**src/rtl/fifo_pkg.sv**
```systemverilog
// Shared types and parameter-legality helpers for the parametrised FWFT FIFO.
// The status struct is exported for the register-map block.
package fifo_pkg;

  typedef struct packed {
    logic full;
    logic empty;
    logic almost_full;
    logic almost_empty;
    logic overflow;
    logic underflow;
  } fifo_status_t;

  function automatic bit is_pow2(input int n);
    return (n >= 2) && ((n & (n - 1)) == 0);
  endfunction

  function automatic bit params_legal(input int dw, input int depth,
                                      input int af_th, input int ae_th);
    return (dw >= 1) && is_pow2(depth) &&
           (af_th >= 1) && (af_th <= depth) &&
           (ae_th >= 0) && (ae_th <= depth - 1);
  endfunction

endpackage

```
**src/rtl/fifo_ptr.sv**
```systemverilog
// Wrap-bit pointer: AW index bits plus one wrap bit, counting modulo 2^(AW+1).
// Used for both the write and read side of the FIFO.
module fifo_ptr #(
  parameter int AW = 4
) (
  input  logic        clk,
  input  logic        rst,
  input  logic        clr,
  input  logic        inc,
  output logic [AW:0] ptr
);

  always_ff @(posedge clk) begin
    if (rst || clr) begin
      ptr <= '0;
    end else if (inc) begin
      ptr <= ptr + (AW + 1)'(1);
    end
  end

endmodule

```
**src/rtl/fifo_sync_param.sv**
```systemverilog
// Single-clock first-word-fall-through FIFO with occupancy, thresholds,
// synchronous flush and sticky overflow/underflow flags.
module fifo_sync_param
  import fifo_pkg::*;
#(
  parameter int DW    = 32,
  parameter int DEPTH = 16,
  parameter int AF_TH = DEPTH - 2,
  parameter int AE_TH = 2
) (
  input  logic                       clk,
  input  logic                       rst,
  input  logic                       wr,
  input  logic [DW-1:0]              data_fifo,
  input  logic                       mstr0_ready,
  output logic [DW-1:0]              mstr0_data,
  output logic                       data_valid,
  output logic                       fifo_full,
  output logic                       fifo_empty,
  output logic                       almost_full,
  output logic                       almost_empty,
  output logic [$clog2(DEPTH):0]     level,
  input  logic                       flush,
  output logic                       overflow,
  input  logic                       clr_err,
  output logic                       underflow
);

  localparam int AW = $clog2(DEPTH);
  localparam logic [AW:0] AF_LVL = (AW + 1)'(AF_TH);
  localparam logic [AW:0] AE_LVL = (AW + 1)'(AE_TH);

  if (!params_legal(DW, DEPTH, AF_TH, AE_TH)) begin : g_bad_params
    $error("fifo_sync_param: illegal DW/DEPTH/AF_TH/AE_TH combination");
  end

  logic [AW:0]   wptr;
  logic [AW:0]   rptr;
  logic [AW:0]   occupancy;
  logic          push;
  logic          pop;
  logic          mem_we;
  logic          ovf_q;
  logic          udf_q;
  fifo_status_t  status;
  logic [DW-1:0] mem [DEPTH];

  // Accept decisions use only the registered flags, so wr/ready never reach status.
  assign push   = wr & ~status.full;
  assign pop    = mstr0_ready & ~status.empty;
  assign mem_we = push & ~flush & ~rst;

  fifo_ptr #(.AW(AW)) u_wptr (
    .clk (clk),
    .rst (rst),
    .clr (flush),
    .inc (push),
    .ptr (wptr)
  );

  fifo_ptr #(.AW(AW)) u_rptr (
    .clk (clk),
    .rst (rst),
    .clr (flush),
    .inc (pop),
    .ptr (rptr)
  );

  always_ff @(posedge clk) begin
    if (mem_we) begin
      mem[wptr[AW-1:0]] <= data_fifo;
    end
  end

  // Sticky errors: a fresh set condition beats a simultaneous clear.
  always_ff @(posedge clk) begin
    if (rst) begin
      ovf_q <= 1'b0;
      udf_q <= 1'b0;
    end else begin
      if (wr && status.full) begin
        ovf_q <= 1'b1;
      end else if (clr_err) begin
        ovf_q <= 1'b0;
      end
      if (mstr0_ready && status.empty) begin
        udf_q <= 1'b1;
      end else if (clr_err) begin
        udf_q <= 1'b0;
      end
    end
  end

  assign occupancy           = wptr - rptr;
  assign status.empty        = (wptr == rptr);
  assign status.full         = (wptr[AW-1:0] == rptr[AW-1:0]) && (wptr[AW] != rptr[AW]);
  assign status.almost_full  = (occupancy >= AF_LVL);
  assign status.almost_empty = (occupancy <= AE_LVL);
  assign status.overflow     = ovf_q;
  assign status.underflow    = udf_q;

  assign mstr0_data   = mem[rptr[AW-1:0]];
  assign data_valid   = ~status.empty;
  assign fifo_full    = status.full;
  assign fifo_empty   = status.empty;
  assign almost_full  = status.almost_full;
  assign almost_empty = status.almost_empty;
  assign level        = occupancy;
  assign overflow     = status.overflow;
  assign underflow    = status.underflow;

endmodule
```
**config.mk**
```make
export PLATFORM = sky130hd
export DESIGN_NAME = fifo_sync_param
export DESIGN_NICKNAME = d
export VERILOG_FILES = /design/src/rtl/fifo_pkg.sv /design/src/rtl/fifo_ptr.sv /design/src/rtl/fifo_sync_param.sv
export SDC_FILE = /design/constraint.sdc
export NUM_CORES = 1
export LEC_CHECK = 0
export CAP_MARGIN = 20
export CORE_MARGIN = 8
export CORE_UTILIZATION = 45
export DETAILED_ROUTE_END_ITERATION = 10
export PLACE_DENSITY = 0.6
export SETUP_SLACK_MARGIN = 0.1
export SYNTH_ARGS = -nofsm -noshare
export SYNTH_HDL_FRONTEND = slang
export SYNTH_SLANG_ARGS = --single-unit
export TNS_END_PERCENT = 1
```
**constraint.sdc**
```tcl
create_clock -name clk -period 4.1 [get_ports clk]
set_clock_uncertainty 0.1 [all_clocks]
set_input_delay 0.615 -clock clk [delete_from_list [all_inputs] [get_ports clk]]
set_output_delay 0.615 -clock clk [all_outputs]
set_load 0.1 [all_outputs]
```
==> impl_metrics.csv, run 1 <==
group,metric,value,unit
run_status,outcome,"finished clean",
finish,finish.utilization,52.90,%
pwr,comb_power_share,3.8,%
timing,drv_slew,0,
clock_network,cts_num_sinks,528,
floorplan,die-area,51560,um2
min_path,min_delay_path_depth,2,
min_path,hold_path_startpoint,"u_rptr.ptr[3]",
logic_synthesis,post-synth-top-area-cell,"sky130_fd_sc_hd__edfxtp_1",
clock_network,cts-htree-levels,2,
routing,route.detailed.wl_per_inst,23.29,um
clock_network,cts_buffers,53,
pwr,switching_power,2165,uW
logic_synthesis,ys_types,32,
pwr,proportion_of_power_drawn_by_the_clock_network,40.9,%
logic_synthesis,yosysTopAreaCellShare,76.70,%
floorplan,die_w,227.1,um
finish,regArea,15700,um2
timing,achievable-frequency,282.3,MHz
pwr,p_int,8571,uW
clock_network,clockBufferDepth,3,
routing,drc,0,
routing,dr.pass1.iters,4,
global_route,grt_max_degree,65,
routing,drc_violation_total_after_the_first_tritonroute_iteration,732,
finish,layout.nets,1076,
floorplan,top_level_port_count,82,
floorplan,coreArea,44120,um2
logic_synthesis,postSynthRegisterBits,528,
setup_path,worst_r2r_endpoint,"mem[14][15]",
logic_synthesis,synth_area,20050,um2
setup_path,worstSetupStartpointType,"flip-flop",
pwr,p_seq_share,55.3,%
logic_synthesis,post_synth_inst_count,902,
timing,grt_setup_unrepaired,"no",
routing,wl,38640,um
clock_network,clk_pin_slew_worst_paths,0.06,ns
placement,gp_congestion,0.6940,
global_route,first_global_vias,9822,
clock_network,ctsRootBufferMaster,"sky130_fd_sc_hd__clkbuf_16",
placement,post_placement_setup_slack,0.8286,ns
setup_path,reg2regPathDepth,6,
clock_network,cts-resized-gates,0,
timing,min_period_over_period,86.39,%
global_route,initial_antenna_violation_count,0,
floorplan,die_h,227.1,um
logic_synthesis,avgSynthCellArea,22.22,um2
pwr,leakagePower,0.007192,uW
pwr,ir_drop,0.2768,mV
placement,quantity_of_i_o_buffers_inserted_on_ports,81,
timing,normalized_max_slew_margin,34.23,%
finish,layout-drive-gt1-share,27.55,%
pwr,power-per-cell-area,459.9,nW/um2
floorplan,floorplan.rows,77,
setup_path,critical_path_class,"reg2out",
logic_synthesis,post_synth_most_frequent_cells,"512 x sky130_fd_sc_hd__edfxtp_1, 128 x sky130_fd_sc_hd__mux4_2, 64 x sky130_fd_sc_hd__a22oi_1",
min_path,hold_class,"reg2reg",
pwr,power,10740,uW
logic_synthesis,synth.most_common_cell,"sky130_fd_sc_hd__edfxtp_1",
min_path,worst_hold_path.endpoint,"u_rptr.ptr[3]",
setup_path,r2r-start,"u_wptr.ptr[2]",
logic_synthesis,synth_edf_count,512,
global_route,grt.total_usage,15.31,%
clock_network,post_cts_hold_buffer_count,0,
global_route,gr-total-overflow,0,
placement,place_hpwl,23140,um
timing,final_critical_path_setup_slack,0.5578,ns
floorplan,effective_utilization_at_floorplan,45.43,%
timing,tightestPinTransition,0.9835,ns
setup_path,reg2reg_setup_slack,1.17,ns
logic_synthesis,post_synth_main_area_contributors,"sky130_fd_sc_hd__edfxtp_1 77%, sky130_fd_sc_hd__mux4_2 14%, sky130_fd_sc_hd__a22oi_1 2.4%",
setup_path,worst_setup_path_end_kind,"primary output",
logic_synthesis,ys_seq_area_share,78.30,%
finish,multi_input_area,4268,um2
logic_synthesis,synthArstFlopShare,0,%
setup_path,worst_ep_required_time,3.38,ns
routing,via_count,9107,
routing,avgViaCountPerCell,5.489,
global_route,grt_first_pass_wirelength,59430,um
finish,n_antenna_cell,0,
finish,area_overhead_of_the_layout_relative_to_synthesis,16.45,%
logic_synthesis,synth.yosys.warnings,0,
routing,antenna_left,0,
clock_network,cts_setup_buffers,0,
setup_path,crit_arrival,2.83,ns
timing,hold_viol,0,
pwr,power_switching_share,20.17,%
clock_network,clock_insertion_delay_worst_skew,0.57,ns
clock_network,tritoncts,"built",
timing,setup-violations-final,0,
logic_synthesis,mappedNetlistNets,950,
job,max-cap-violations,0,
timing,final_period_minus_worst_setup_slack,3.542,ns
logic_synthesis,ys.flop_type,"sky130_fd_sc_hd__edfxtp_1",
finish,fillCellCount,3553,
setup_path,worstPathMaxFanout,23,
[power groups by stage]
| stage | Clock [uW] | Combinational [uW] | Sequential [uW] |
|---|---|---|---|
| floorplan | 0 | 239 | 6060 |
| global placement | 0 | 402 | 6050 |
| CTS | 4520 | 410 | 5940 |
| finish | 4390 | 403 | 5940 |
| global route | 4720 | 430 | 5940 |
| detailed placement | 0 | 409 | 6050 |
[flip-flops by register name, indices dropped and copies added (netlist names), named ones only]
name / cells
overflow: 1
underflow: 1
u_wptr.ptr: 5
u_rptr.ptr: 5
mem: 512
[routing by layer]
layer  GRT usage (%)  wire length (um)
met1           21.17             17120
met2           25.34             19260
met3           2.254              1479
met4           4.408               778
met5               0                 0
[cell families after synthesis]
logic type	share of synthesized area, %
simple gates	1.885
fa+ha+maj	0.6616
xor+xnor	0.4806
buf+inv	1.192
mux	14.48
flops	78.30
compound gates	3.002
[layout make-up]
cell class / instances / area share, %
clock buffer: 79 / 6.453
clock inverter: 15 / 0.3002
inverter: 8 / 0.1286
multi-input combinational: 322 / 18.28
sequential: 528 / 67.27
tap: 592 / 3.173
timing repair buffer: 115 / 4.395
[stage by stage]
| stage | hold slack (ns) | TNS (ns) | instance area [um2] | std cells |
|---|---|---|---|---|
| 6_report | 0.4622 | 0 | 23340 | 1659 |
| 5_1_grt | 0.5059 | 0 | 23340 | 1659 |
| 4_1_cts | 0.4668 | 0 | 23340 | 1659 |
| 3_5_place_dp | 0.4503 | 0 | 21770 | 1565 |
| 3_3_place_gp | 0.4346 | 0 | 21770 | 1565 |
| 2_1_floorplan | 0.3800 | -0.1450 | 20060 | 902 |
[critical path: stages (launching register included)]
cell and delay, ns:
sky130_fd_sc_hd__dfxtp_4 0.70, sky130_fd_sc_hd__buf_4 0.42, sky130_fd_sc_hd__mux4_2 0.55, sky130_fd_sc_hd__a22oi_1 0.21
sky130_fd_sc_hd__nand2_1 0.09, sky130_fd_sc_hd__buf_4 0.25
[cells in the final DEF, fill, tap and decap left out, types with 5 or more instances in the layout]
cell / netlist / routed
sky130_fd_sc_hd__nand2_1: 39 / 39
sky130_fd_sc_hd__edfxtp_1: 512 / 512
sky130_fd_sc_hd__ha_1: 9 / 9
sky130_fd_sc_hd__buf_4: 9 / 70
sky130_fd_sc_hd__a22oi_1: 64 / 64
sky130_fd_sc_hd__buf_12: 0 / 5
sky130_fd_sc_hd__clkinv_1: 0 / 9
sky130_fd_sc_hd__dfxtp_1: 16 / 14
sky130_fd_sc_hd__nor2_4: 0 / 17
sky130_fd_sc_hd__a21oi_1: 7 / 7
sky130_fd_sc_hd__clkbuf_16: 0 / 55
sky130_fd_sc_hd__mux4_2: 128 / 128
sky130_fd_sc_hd__clkdlybuf4s50_1: 0 / 40
sky130_fd_sc_hd__nor2_1: 31 / 14
sky130_fd_sc_hd__xnor2_1: 7 / 6
sky130_fd_sc_hd__inv_1: 8 / 8
sky130_fd_sc_hd__clkbuf_1: 27 / 20
[worst max path at each step]
stage | end | cells after the start
floorplan | almost_full | 6
CTS | mstr0_data[26] | 5
global route | mstr0_data[23] | 5
global placement | mem[13][15] | 6
finish | mstr0_data[25] | 5
detailed placement | mem[13][15] | 6
No activity file was read; power rests on OpenSTA's default activity.
==> run 2, diff against run 1 <==
- HOLD_SLACK_MARGIN: not set -> 0.06
- MAX_ROUTING_LAYER: not set -> met4
- clock period: 4.1 -> 3.6 ns (I/O delays scaled with it)
==> run 2 against run 1 <==
Die area unchanged. Wire length is 6.6% higher. Largest cell class unchanged. Register-to-register slack worse by 0.51 ns. Largest power group unchanged. Sequential cell count unchanged. Setup slack lost 0.29 ns. Sequential share of layout area fell by 1.7 points. Clock power grew 18%. Critical path type unchanged. Combinational power is 28% higher.
==> impl_metrics.csv, run 2 (same netlist as run 1, synthesis figures left out) <==
group,metric,value,unit
run_status,outcome,"finished clean",
timing,grt_setup_unrepaired,"no",
timing,hold_viol,0,
setup_path,crit_arrival,2.70,ns
global_route,initial_antenna_violation_count,0,
finish,area_overhead_of_the_layout_relative_to_synthesis,19.43,%
timing,drv_slew,0,
pwr,power,12470,uW
setup_path,worstSetupStartpointType,"flip-flop",
setup_path,worst_setup_path_end_kind,"primary output",
finish,mostFrequentLayoutCell,"sky130_fd_sc_hd__edfxtp_1",
finish,largest_reg_flops,512,
timing,final_critical_path_setup_slack,0.2640,ns
clock_network,clockBufferDepth,3,
pwr,power-per-cell-area,520.8,nW/um2
routing,drc,0,
clock_network,cts-htree-levels,2,
job,max-cap-violations,0,
clock_network,ctsRootBufferMaster,"sky130_fd_sc_hd__clkbuf_16",
placement,post_placement_setup_slack,0.4111,ns
timing,setup-violations-final,0,
placement,place.detailed.instances,1570,
timing,totalNegativeSetupSlack,0,ns
routing,via_count,9255,
finish,layout.nets,1080,
placement,placement.cell_area,22290,um2
global_route,first_global_vias,9930,
setup_path,critical_path_class,"reg2out",
finish,commonest_non_fill_non_tap_cells_in_the_layout,"512 x sky130_fd_sc_hd__edfxtp_1, 128 x sky130_fd_sc_hd__mux4_2, 64 x sky130_fd_sc_hd__a22oi_1",
timing,final_period_minus_worst_setup_slack,3.336,ns
finish,layout-drive-gt1-share,28.77,%
min_path,min_delay_path_depth,2,
clock_network,tritoncts,"built",
timing,achievable-frequency,299.8,MHz
timing,normalized_max_slew_margin,34.09,%
global_route,grt_max_degree,49,
finish,layoutNonFillerInstCount,1666,
floorplan,die_w,227.1,um
global_route,gr-total-overflow,0,
clock_network,cts_buffers,52,
global_route,grt.total_usage,16.75,%
pwr,leakagePower,0.007398,uW
setup_path,reg2regPathDepth,7,
routing,antenna_left,0,
placement,gp_congestion,0.7067,
routing,dr.pass1.iters,5,
routing,avgViaCountPerCell,5.555,
routing,wl,41200,um
floorplan,coreArea,44120,um2
clock_network,cts_num_sinks,528,
global_route,grt_first_pass_wirelength,62200,um
pwr,ir_drop,0.3638,mV
floorplan,top_level_port_count,82,
finish,n_antenna_cell,0,
placement,quantity_of_i_o_buffers_inserted_on_ports,81,
floorplan,effective_utilization_at_floorplan,45.43,%
floorplan,floorplan.rows,77,
routing,route.detailed.wl_per_inst,24.73,um
clock_network,cts_setup_buffers,0,
timing,tightestPinTransition,0.9856,ns
clock_network,clk_pin_slew_worst_paths,0.06,ns
floorplan,die_h,227.1,um
floorplan,die-area,51560,um2
finish,stdcell_area,23940,um2
setup_path,worstPathMaxFanout,4,
routing,drc_violation_total_after_the_first_tritonroute_iteration,925,
min_path,hold_class,"reg2reg",
setup_path,worst_ep_required_time,2.96,ns
finish,fillCellCount,3435,
timing,min_period_over_period,92.67,%
placement,place_hpwl,24690,um
clock_network,post_cts_hold_buffer_count,0,
clock_network,clock_insertion_delay_worst_skew,0.58,ns
[run 2: cell types whose count changed in the layout (fill, tap and decap cells not counted), moves of 4 or more]
cell,previous run,this run
sky130_fd_sc_hd__buf_4,70,40
sky130_fd_sc_hd__clkbuf_1,20,14
sky130_fd_sc_hd__bufinv_16,0,4
sky130_fd_sc_hd__buf_12,5,41
sky130_fd_sc_hd__clkinv_2,4,8
[run 2: final cells by class]
cell class / count / area (um2) / share of cell area (%)
inverters: 8 / 30.03 / 0.1254
repair buffers: 120 / 1511 / 6.313
flip-flops and latches: 528 / 15700 / 65.59
clock inverters: 29 / 269.0 / 1.124
well taps: 592 / 740.7 / 3.094
multi-input cells: 322 / 4319 / 18.04
clock buffers: 67 / 1368 / 5.712
[run 2: worst paths after layout]
kind / startpoint / to / slack (ns)
worst max-delay path: u_wptr.ptr[0] / almost_full / 0.26
worst min-delay path: u_rptr.ptr[3] / flip-flop / 0.43
worst max register to register: u_rptr.ptr[2] / mem[5][15] / 0.66
worst min register to register: u_rptr.ptr[3] / flip-flop / 0.43
[run 2: what timing repair did]
item	CTS	global route
endpoints found under the hold margin	0	0
resized for setup	2	1
pin swaps	0	1
setup endpoints to repair	2	2
[run 2: metal layers]
metal | share of wire, % | track usage, % | vias up
li1 | - | - | 4057
met1 | 44 | 22.25 | 4939
met2 | 50 | 27.17 | 203
met3 | 4.3 | 2.525 | 56
met4 | 1.7 | 4.367 | 0
met5 | 0 | - | -
[run 2: power by group]
group          switching (uW)  total [uW]  leakage, uW  internal [uW]
Clock                    2220        5190     0.000791           2980
Sequential               5.73        6760      0.00474           6750
Combinational             344         514      0.00187            170
Total                    2570       12500      0.00740           9900
[run 2: worst max-delay path: stages (launching register included)]
cell                      delay [ns]
sky130_fd_sc_hd__dfxtp_1        0.33
sky130_fd_sc_hd__inv_1          0.15
sky130_fd_sc_hd__ha_1           0.20
sky130_fd_sc_hd__inv_1          0.06
sky130_fd_sc_hd__fa_2           0.39
sky130_fd_sc_hd__a21o_1         0.21
sky130_fd_sc_hd__a21oi_4        0.21
sky130_fd_sc_hd__xnor2_4        0.11
sky130_fd_sc_hd__a41o_1         0.28
sky130_fd_sc_hd__buf_12         0.17
[run 2: metrics by stage]
stage / utilization [%] / hold slack [ns]
floorplan: - / 0.3800
global placement: 50.52 / 0.4345
detailed placement: 50.52 / 0.4319
CTS: 54.24 / 0.4105
global route: 54.26 / 0.4552
finish: 54.26 / 0.4333
==> run 3, diff against run 2 <==
- SETUP_SLACK_MARGIN: 0.1 -> 0.02
- SLEW_MARGIN: not set -> 20
==> run 3 against run 2 <==
Critical path depth unchanged. Utilization decreased by 0.27 points. First-iteration DRC count decreased by 16%. Highest routed layer unchanged. Hold slack improved by 0.0047 ns. Largest power group unchanged. Via count decreased by 0.31%. Fmax decreased by 2.2%.
==> impl_metrics.csv, run 3 (same netlist as run 1, synthesis figures left out) <==
group,metric,value,unit
clock_network,tritoncts,"built",
routing,drc_violation_total_after_the_first_tritonroute_iteration,775,
timing,totalNegativeSetupSlack,0,ns
finish,layout-drive-gt1-share,28.74,%
setup_path,cell_repeated_most_along_the_worst_path,"sky130_fd_sc_hd__inv_1",
floorplan,top_level_port_count,82,
pwr,power-per-cell-area,519.0,nW/um2
setup_path,r2r-start,"u_wptr.ptr[2]",
timing,final_period_minus_worst_setup_slack,3.410,ns
floorplan,die_w,227.1,um
routing,route.detailed.wl_per_inst,23.99,um
finish,stdcell_area,23820,um2
setup_path,worstSetupStartpointType,"flip-flop",
setup_path,crit_arrival,2.77,ns
routing,drc,0,
timing,grt_setup_unrepaired,"no",
finish,fillCellCount,3425,
clock_network,cts-htree-levels,2,
timing,tightestPinTransition,0.9881,ns
pwr,ir_drop,0.3318,mV
clock_network,cts-resized-gates,0,
pwr,power,12360,uW
clock_network,clk_pin_slew_worst_paths,0.06,ns
min_path,min_delay_path_depth,2,
placement,placement.cell_area,22190,um2
clock_network,ctsRootBufferMaster,"sky130_fd_sc_hd__clkbuf_16",
finish,commonest_non_fill_non_tap_cells_in_the_layout,"512 x sky130_fd_sc_hd__edfxtp_1, 128 x sky130_fd_sc_hd__mux4_2, 64 x sky130_fd_sc_hd__a22oi_1",
timing,final_critical_path_setup_slack,0.1901,ns
setup_path,worstPathMaxFanout,4,
timing,normalized_max_slew_margin,33.92,%
floorplan,floorplan.rows,77,
timing,drv_slew,0,
global_route,grt_first_pass_wirelength,61670,um
global_route,grt.total_usage,16.32,%
routing,avgViaCountPerCell,5.531,
clock_network,cts_num_sinks,528,
setup_path,worst_ep_required_time,2.96,ns
placement,post_placement_setup_slack,0.5977,ns
setup_path,worst_setup_path_end_kind,"primary output",
timing,achievable-frequency,293.3,MHz
placement,quantity_of_i_o_buffers_inserted_on_ports,81,
clock_network,clockBufferDepth,3,
finish,largest_reg_flops,512,
finish,mostFrequentLayoutCell,"sky130_fd_sc_hd__edfxtp_1",
setup_path,worst_r2r_endpoint,"mem[5][25]",
timing,hold_viol,0,
min_path,hold_path_startpoint,"rst",
global_route,initial_antenna_violation_count,1,
setup_path,cpMaxStageDelayCell,"sky130_fd_sc_hd__fa_1",
clock_network,clock_insertion_delay_worst_skew,0.58,ns
timing,fin_hold_ws,0.4380,ns
setup_path,crit_path_cell_trace,"inv_1 -> ha_1 -> inv_1 -> fa_1 -> a21o_1 -> a21oi_1 -> xnor2_2 -> a211oi_4 -> buf_12",
routing,via_count,9226,
floorplan,die-area,51560,um2
finish,multi_input_area,4283,um2
floorplan,coreArea,44120,um2
min_path,worst_hold_path.endpoint,"underflow",
finish,layout.nets,1082,
clock_network,post_cts_hold_buffer_count,0,
global_route,gr-total-overflow,0,
global_route,grt_max_degree,33,
placement,place_hpwl,23770,um
job,max-cap-violations,0,
timing,min_period_over_period,94.72,%
floorplan,effective_utilization_at_floorplan,45.43,%
clock_network,cts_buffers,53,
placement,gp_congestion,0.7382,
floorplan,die_h,227.1,um
setup_path,critical_path_class,"reg2out",
pwr,leakagePower,0.007375,uW
routing,wl,40020,um
routing,antenna_left,0,
setup_path,reg2regPathDepth,6,
finish,regArea,15700,um2
global_route,first_global_vias,9998,
min_path,hold_class,"in2reg",
setup_path,reg2reg_setup_slack,0.80,ns
setup_path,slowest_delay,0.42,ns
run_status,outcome,"finished clean",
timing,setup-violations-final,0,
clock_network,cts_setup_buffers,0,
finish,area_overhead_of_the_layout_relative_to_synthesis,18.83,%
routing,dr.pass1.iters,5,
run 3: cell count changes in the layout (fill, tap and decap cells not counted), moves of 2 or more:
cell,before,now
sky130_fd_sc_hd__bufinv_16,4,2
sky130_fd_sc_hd__clkbuf_1,14,7
sky130_fd_sc_hd__buf_4,40,46
sky130_fd_sc_hd__clkbuf_16,52,55
sky130_fd_sc_hd__clkinv_1,11,17
sky130_fd_sc_hd__clkinv_2,8,12
sky130_fd_sc_hd__buf_12,41,35
run 3: worst max-delay path by stage:
stage	slack (ns)	depth (start not counted)	to	startpoint
after floorplan	0.01	6	almost_full	u_wptr.ptr[0]
after global placement	0.63	6	mem[5][14]	rst
after detailed placement	0.60	6	mem[1][15]	rst
after CTS	0.02	5	mstr0_data[3]	flip-flop
after global routing	0.03	5	mstr0_data[3]	flip-flop
final	0.19	9	almost_empty	u_wptr.ptr[0]
run 3: final cells by class:
cell class	instances	share of cell area [%]
antenna	1	0.01051
clock buffer	62	5.888
clock inverter	34	0.8719
inverter	8	0.1261
multi-input combinational	322	17.98
sequential	528	65.92
tap	592	3.110
timing repair buffer	121	6.093
run 3: report_power, final:
part | leakage, uW | total, uW | switching, uW | internal [uW]
registers | 0.00474 | 6760 | 7.20 | 6750
clock network | 0.000793 | 5110 | 2200 | 2910
logic | 0.00185 | 495 | 332 | 163
total | 0.00737 | 12400 | 2540 | 9820
run 3: critical path, delay by kind of cell, from the launching register on:
family	cells	cell delay, ns
AOI/OAI and AO/OA	3	0.69
adders and majority gates	2	0.61
buffers and inverters	3	0.41
DFF	1	0.33
xor gates and xnor gates	1	0.13
run 3: metal layers:
| metal | GRT usage, % | up-vias | routed length [um] |
|---|---|---|---|
| met3 | 2.757 | 49 | 1631 |
| met2 | 26.06 | 190 | 19850 |
| met4 | 4.325 | 0 | 737 |
| met5 | - | - | 0 |
| li1 | - | 4070 | - |
| met1 | 21.81 | 4917 | 17810 |
run 3: through the flow:
stage / util, % / instances
2_1_floorplan: - / 902
3_3_place_gp: 50.29 / 1570
3_5_place_dp: 50.29 / 1570
4_1_cts: 53.94 / 1666
5_1_grt: 53.98 / 1668
6_report: 53.98 / 1668
